**src/rtl/seg7_monitor_if.sv**
```systemverilog
// seg7_monitor_if: ready/valid output stream carrying decoded display bytes
//   value : decoded byte {hex(disp1), hex(disp0)} at the FIFO head
//   valid : value is meaningful (FIFO non-empty)
//   ready : consumer accepts value; an entry pops when valid && ready
interface seg7_monitor_if;
   logic [7:0] value;
   logic       valid;
   logic       ready;
   modport master (output value, valid, input ready);
   modport slave  (input value, valid, output ready);
endinterface

```
**src/rtl/seg7_monitor.sv**
```systemverilog
// seg7_monitor: debounces a two-digit 7-segment display, decodes stable pairs into a FWFT FIFO
//   clock     : sole clock, rising edge
//   n_reset   : asynchronous active-low reset
//   disp0     : low-digit segments {g,f,e,d,c,b,a}, active-low
//   disp1     : high-digit segments, same encoding
//   out       : master stream of decoded bytes (value/valid/ready)
//   illegal   : one-cycle pulse after an accepted pair containing an undecodable digit
//   err_count : number of illegal accepts, saturating at 255
//   overflow  : sticky, set when a legal accepted pair is dropped on a full FIFO
module seg7_monitor #(
   parameter int STABLE_CYCLES = 4,
   parameter int FIFO_DEPTH    = 4
) (
   input  logic                 clock,
   input  logic                 n_reset,
   input  logic [6:0]           disp0,
   input  logic [6:0]           disp1,
   seg7_monitor_if.master       out,
   output logic                 illegal,
   output logic [7:0]           err_count,
   output logic                 overflow
);
   localparam int AW = $clog2(FIFO_DEPTH);
   localparam int CW = AW + 1;
   localparam logic [3:0]  STABLE = 4'(STABLE_CYCLES);
   localparam logic [CW-1:0] FULL = CW'(FIFO_DEPTH);
   // {legal, blank, hex}
   function automatic logic [5:0] seg_decode(input logic [6:0] seg);
      case (seg)
         7'h40: seg_decode = 6'h20;
         7'h79: seg_decode = 6'h21;
         7'h24: seg_decode = 6'h22;
         7'h30: seg_decode = 6'h23;
         7'h19: seg_decode = 6'h24;
         7'h12: seg_decode = 6'h25;
         7'h02: seg_decode = 6'h26;
         7'h78: seg_decode = 6'h27;
         7'h00: seg_decode = 6'h28;
         7'h10: seg_decode = 6'h29;
         7'h08: seg_decode = 6'h2A;
         7'h03: seg_decode = 6'h2B;
         7'h46: seg_decode = 6'h2C;
         7'h21: seg_decode = 6'h2D;
         7'h06: seg_decode = 6'h2E;
         7'h0E: seg_decode = 6'h2F;
         7'h7F: seg_decode = 6'h10;
         default: seg_decode = 6'h00;
      endcase
   endfunction
   logic [13:0]   cand_q, cand_d;
   logic [3:0]    cnt_q, cnt_d;
   logic          illegal_q, illegal_d;
   logic [7:0]    err_q, err_d;
   logic          overflow_q, overflow_d;
   logic [AW-1:0] wr_ptr_q, wr_ptr_d, rd_ptr_q, rd_ptr_d;
   logic [CW-1:0] count_q, count_d;
   logic [7:0]    mem_q [FIFO_DEPTH];
   logic [7:0]    mem_d [FIFO_DEPTH];
   logic [5:0]    dec1, dec0;
   logic          same, accept, push, bad, pop, full, wr;
   always_comb begin
      same       = {disp1, disp0} == cand_q;
      dec1       = seg_decode(cand_q[13:7]);
      dec0       = seg_decode(cand_q[6:0]);
      cand_d     = same ? cand_q : {disp1, disp0};
      cnt_d      = !same ? 4'd1 : (cnt_q < STABLE ? cnt_q + 4'd1 : cnt_q);
      // the edge that brings cnt up to STABLE is the single accept edge for this pattern
      accept     = same && cnt_q == STABLE - 4'd1;
      push       = accept && dec1[5] && dec0[5];
      bad        = accept && !(dec1[5] && dec0[5]) && !(dec1[4] && dec0[4]);
      illegal_d  = bad;
      err_d      = (bad && err_q != 8'hFF) ? err_q + 8'd1 : err_q;
      pop        = out.valid && out.ready;
      full       = count_q == FULL;
      wr         = push && (!full || pop);
      overflow_d = overflow_q | (push && full && !pop);
      count_d    = count_q + CW'(wr) - CW'(pop);
      wr_ptr_d   = wr ? wr_ptr_q + AW'(1) : wr_ptr_q;
      rd_ptr_d   = pop ? rd_ptr_q + AW'(1) : rd_ptr_q;
      mem_d      = mem_q;
      // on full push+pop wr_ptr equals rd_ptr: the head is read this cycle and freed at the edge
      if (wr) mem_d[wr_ptr_q] = {dec1[3:0], dec0[3:0]};
   end
   always_ff @(posedge clock or negedge n_reset) begin
      if (!n_reset) begin
         cand_q     <= 14'h3FFF;
         cnt_q      <= STABLE;
         illegal_q  <= 1'b0;
         err_q      <= 8'h00;
         overflow_q <= 1'b0;
         wr_ptr_q   <= '0;
         rd_ptr_q   <= '0;
         count_q    <= '0;
         for (int i = 0; i < FIFO_DEPTH; i++) mem_q[i] <= 8'h00;
      end else begin
         cand_q     <= cand_d;
         cnt_q      <= cnt_d;
         illegal_q  <= illegal_d;
         err_q      <= err_d;
         overflow_q <= overflow_d;
         wr_ptr_q   <= wr_ptr_d;
         rd_ptr_q   <= rd_ptr_d;
         count_q    <= count_d;
         mem_q      <= mem_d;
      end
   end
   assign out.valid = count_q != '0;
   assign out.value = out.valid ? mem_q[rd_ptr_q] : 8'h00;
   assign illegal   = illegal_q;
   assign err_count = err_q;
   assign overflow  = overflow_q;
endmodule

```
**src/flat_wrapper.sv**
```systemverilog
// flat-port wrapper written by rule: the top's interface ports become plain ports
module seg7_monitor_flat 
#(
   parameter int STABLE_CYCLES = 4,
   parameter int FIFO_DEPTH    = 4
)
  (clock, n_reset, disp0, disp1, illegal, err_count, overflow, out_value, out_valid, out_ready);
  seg7_monitor_if out_i ();
  input  logic clock;
  input  logic n_reset;
  input  logic [6:0] disp0;
  input  logic [6:0] disp1;
  output logic illegal;
  output logic [7:0] err_count;
  output logic overflow;
  output wire logic [$bits(out_i.value)-1:0] out_value;
  output wire logic [$bits(out_i.valid)-1:0] out_valid;
  input wire logic [$bits(out_i.ready)-1:0] out_ready;
  assign out_value = out_i.value;
  assign out_valid = out_i.valid;
  assign out_i.ready = out_ready;
  seg7_monitor #(.STABLE_CYCLES(STABLE_CYCLES), .FIFO_DEPTH(FIFO_DEPTH)) u_core (.clock(clock), .n_reset(n_reset), .disp0(disp0), .disp1(disp1), .out(out_i), .illegal(illegal), .err_count(err_count), .overflow(overflow));
endmodule
```
**config.mk**
```make
export PLATFORM = sky130hd
export DESIGN_NAME = seg7_monitor_flat
export DESIGN_NICKNAME = d
export VERILOG_FILES = /design/src/rtl/seg7_monitor_if.sv /design/src/rtl/seg7_monitor.sv /design/src/flat_wrapper.sv
export SDC_FILE = /design/constraint.sdc
export NUM_CORES = 1
export LEC_CHECK = 0
export CAP_MARGIN = 20
export CORE_AREA = 2 2 119 121
export DETAILED_ROUTE_END_ITERATION = 12
export DIE_AREA = 0 0 121 123
export DONT_BUFFER_PORTS = 1
export PLACE_DENSITY = 0.55
export SETUP_SLACK_MARGIN = 0.5
export SLEW_MARGIN = 10
export SYNTH_ARGS = -nofsm -noshare
export SYNTH_HDL_FRONTEND = slang
export SYNTH_SLANG_ARGS = --single-unit
```
**constraint.sdc**
```tcl
create_clock -name clock -period 5.8 [get_ports clock]
set_input_delay 0.58 -clock clock [delete_from_list [all_inputs] [get_ports clock]]
set_output_delay 0.58 -clock clock [all_outputs]
set_load 0.02 [all_outputs]
```
==> flow_summary_export.csv <==
group,metric,value,unit
sta,fmax,0.281,GHz
routing,wirelength,8050,µm
final_layout,drive_above_1_share,0.277,
synthesis,synth-edff-count,0,
routing,drt_iter0_drc,164,
placed_design,gp_congestion,0.749,
synthesis,synthMuxAreaShare,0.150,
synthesis,ys_ff_latch,67,
sta,finalMaxSlewViolations,0,
synthesis,synth.avg_cell_area,11.3,µm²
routing,ant_nets,0,
routing,wire_per_inst,15.7,µm
sta,fin_worst_skew,0.00929,ns
floorplanning,die_y,123,µm
synthesis,yosysSeqAreaShare,0.421,
global_routing,grt_overflow,0,
sta,period_share,0.613,
floorplanning,initial_core_util,0.296,
synthesis,synth_xor_area_frac,0.0609,
floorplanning,num_rows,43,
final_layout,final_nets,353,
cts,tritoncts,"built",
pwr,peakVddDrop,108,µV
worst_setup_path,end_kind,"flop",
synthesis,async_flop_share,1.00,
global_routing,grt_pass1_vias,2579,
sta,rsz0062_at_grt,"false",
floorplanning,fp.dieW,121,µm
sta,layout_min_cycle_time,3.56,ns
floorplanning,io_pins,36,
synthesis,syn_inst,357,
pwr,power.density,289,nW/µm²
outcome,status,"finished clean",
sta,worst_slew_margin_rel,0.363,
cts,h-tree-depth,3,
sta,finalSetupTns,0,ns
global_routing,grt.total_usage,0.117,
global_routing,antenna_found_initial,0,
cts,clk_pin_slew,0.06,ns
worst_setup_path,crit_type,"reg -> reg",
worst_setup_path,cp-start-kind,"flop",
worst_setup_path,worstPathArrival,3.80,ns
synthesis,yosys_warnings,0,
sta,hold_viol,0,
synthesis,yosys.area_share.simple,0.201,
cts,cts_num_sinks,67,
final_layout,fillerInstances,1347,
placed_design,port_buffers,0,
floorplanning,core,13600,µm²
sta,fin_ws,2.24,ns
synthesis,synth_flop_cell,"dfrtp_1",
global_routing,grt_max_degree,53,
final_layout,syn2layout_area_growth,7.96,%
cts,cts_root_buf,"clkbuf_16",
worst_setup_path,cp.required,6.05,ns
routing,vias,2563,
cts,cts_buffers,9,
cts,cts_hold_buf,1,
sta,setup_viol,0,
cts,clk_path_buf_depth,2,
placed_design,dp_slack,2.24,ns
worst_hold_path,hold_path_class,"in -> async",
cts,clock_latency,0.33,ns
synthesis,synth_area,4030,µm²
synthesis,syn_nets,383,
cts,cts_setup_buffers,0,
worst_setup_path,worstPathMaxFanout,17,
floorplanning,fp.dieArea,14900,µm²
routing,viasPerCell,5.01,
synthesis,ys_types,63,
pwr,leakagePower,1.81,nW
flow_run,maxCapViolations,0,
sta,tightest_slew,0.954,ns
global_routing,grt_pass1_wl,13700,µm
final_layout,diodes,0,
cts,cts_resized,0,
synthesis,synth_compound_gate_area_share,0.0699,
placed_design,hpwl,5560,µm
synthesis,synth_top_family_by_area,"simple AND/OR/NAND/NOR gates",
synthesis,synth_adder_area_share,0.0298,
routing,drcViolationCount,0,
routing,dr.pass1.iters,4,
synthesized netlist by cell type (4+ instances only):
master / instances / share of area
inv_1: 8 / 0.0075
mux4_2: 8 / 0.045
buf_2: 8 / 0.0099
nand4_1: 5 / 0.0078
nor4_1: 4 / 0.0062
nand2_1: 15 / 0.014
buf_4: 4 / 0.0075
and3_1: 8 / 0.012
and2_1: 10 / 0.016
nor2_1: 16 / 0.015
o21ai_0: 10 / 0.012
ha_1: 8 / 0.025
nand4_4: 4 / 0.021
mux2_2: 36 / 0.10
buf_6: 6 / 0.017
clkbuf_1: 20 / 0.019
nor3_1: 10 / 0.012
dfstp_2: 15 / 0.098
dfrtp_1: 52 / 0.32
nand3_1: 9 / 0.011
xnor2_1: 7 / 0.015
nor3b_1: 5 / 0.0093
xor2_1: 21 / 0.046
a21oi_1: 6 / 0.0075
cell families (layout without fill, tap and decap cells):
logic type,after synthesis,count (layout)
muxes,46,46
buffers and inverters,50,25
and+or+nand+nor,117,117
AOI/OAI and AO/OA,40,40
DFF,67,67
xor gates and xnor gates,28,28
adders and majority gates,9,9
sequential cells by signal, summed over array words and instances, names as in the netlist:
register          flops
u_core.cand_q        14
u_core.wr_ptr_q       2
u_core.mem_q         32
u_core.overflow       1
u_core.count_q        3
u_core.cnt_q          4
u_core.err_count      8
u_core.rd_ptr_q       2
u_core.illegal        1
through the flow:
stage / cell area (µm²) / hold WS, ns / utilization / cells / power [mW]
final: 4350 / 0.0852 / 0.319 / 512 / 1.26
after global routing: 4350 / 0.0684 / 0.319 / 512 / 1.32
after CTS: 4350 / 0.0737 / 0.319 / 512 / 1.27
after detailed placement: 4010 / 0.290 / 0.295 / 495 / 0.703
after global placement: 4010 / 0.290 / 0.295 / 495 / 0.697
after floorplan: 4030 / 0.284 / - / 357 / 0.678
metal layers:
layer	vias to the layer above	wire, µm	global-route usage
met2	56	3720	0.180
met1	1268	3840	0.160
met5	-	0	0
met3	11	373	0.0291
met4	0	112	0.0392
li1	1228	-	-
path summary, 6_finish.rpt:
path	startpoint	end	slack, ns	depth (start not counted)
max	u_core.cand_q[5]	u_core.count_q[2]	2.24	9
min	n_reset	u_core.cand_q[1]	0.09	0
max reg2reg	u_core.cand_q[5]	u_core.count_q[2]	2.24	9
min reg2reg	u_core.mem_q[4]	u_core.mem_q[4]	0.50	1
max in group asynchronous	n_reset	u_core.wr_ptr_q[1]	5.46	1
min in group clock	disp1[2]	u_core.cand_q[9]	0.24	0
cells in the final DEF (no fill, tap or decap), types with 10 or more instances in the layout:
| master | count |
|---|---|
| o21ai_0 | 10 |
| xor2_1 | 21 |
| mux2_2 | 36 |
| dfrtp_1 | 52 |
| nor3_1 | 10 |
| and2_1 | 10 |
| dfstp_2 | 15 |
| nor2_1 | 16 |
| nand2_1 | 15 |
where the power goes:
| group | switching (mW) | total (mW) | internal (mW) | leakage [nW] |
|---|---|---|---|---|
| registers | 0.0649 | 0.562 | 0.497 | 0.868 |
| logic | 0.0684 | 0.140 | 0.0712 | 0.798 |
| clock network | 0.215 | 0.554 | 0.339 | 0.147 |
worst max-delay path, stage by stage, from the launching register on:
cell and delay, ns:
dfstp_2 0.71, nor3b_1 0.30, a32oi_1 0.09, o311ai_1 0.60
o32a_1 0.87, and3_1 0.28, ha_1 0.16, fa_1 0.18
xnor2_1 0.13, xnor2_1 0.14
area by class of cell:
class | instances | area (µm²) | area share
multi-input cells | 240 | 2060 | 0.474
flip-flops and latches | 67 | 1700 | 0.390
clock buffers | 9 | 225 | 0.0518
well taps | 180 | 225 | 0.0518
clock inverters | 7 | 81.3 | 0.0187
inverters | 8 | 30.0 | 0.00691
repair buffers | 1 | 27.5 | 0.00633
Power figures use the tool's default switching activity.
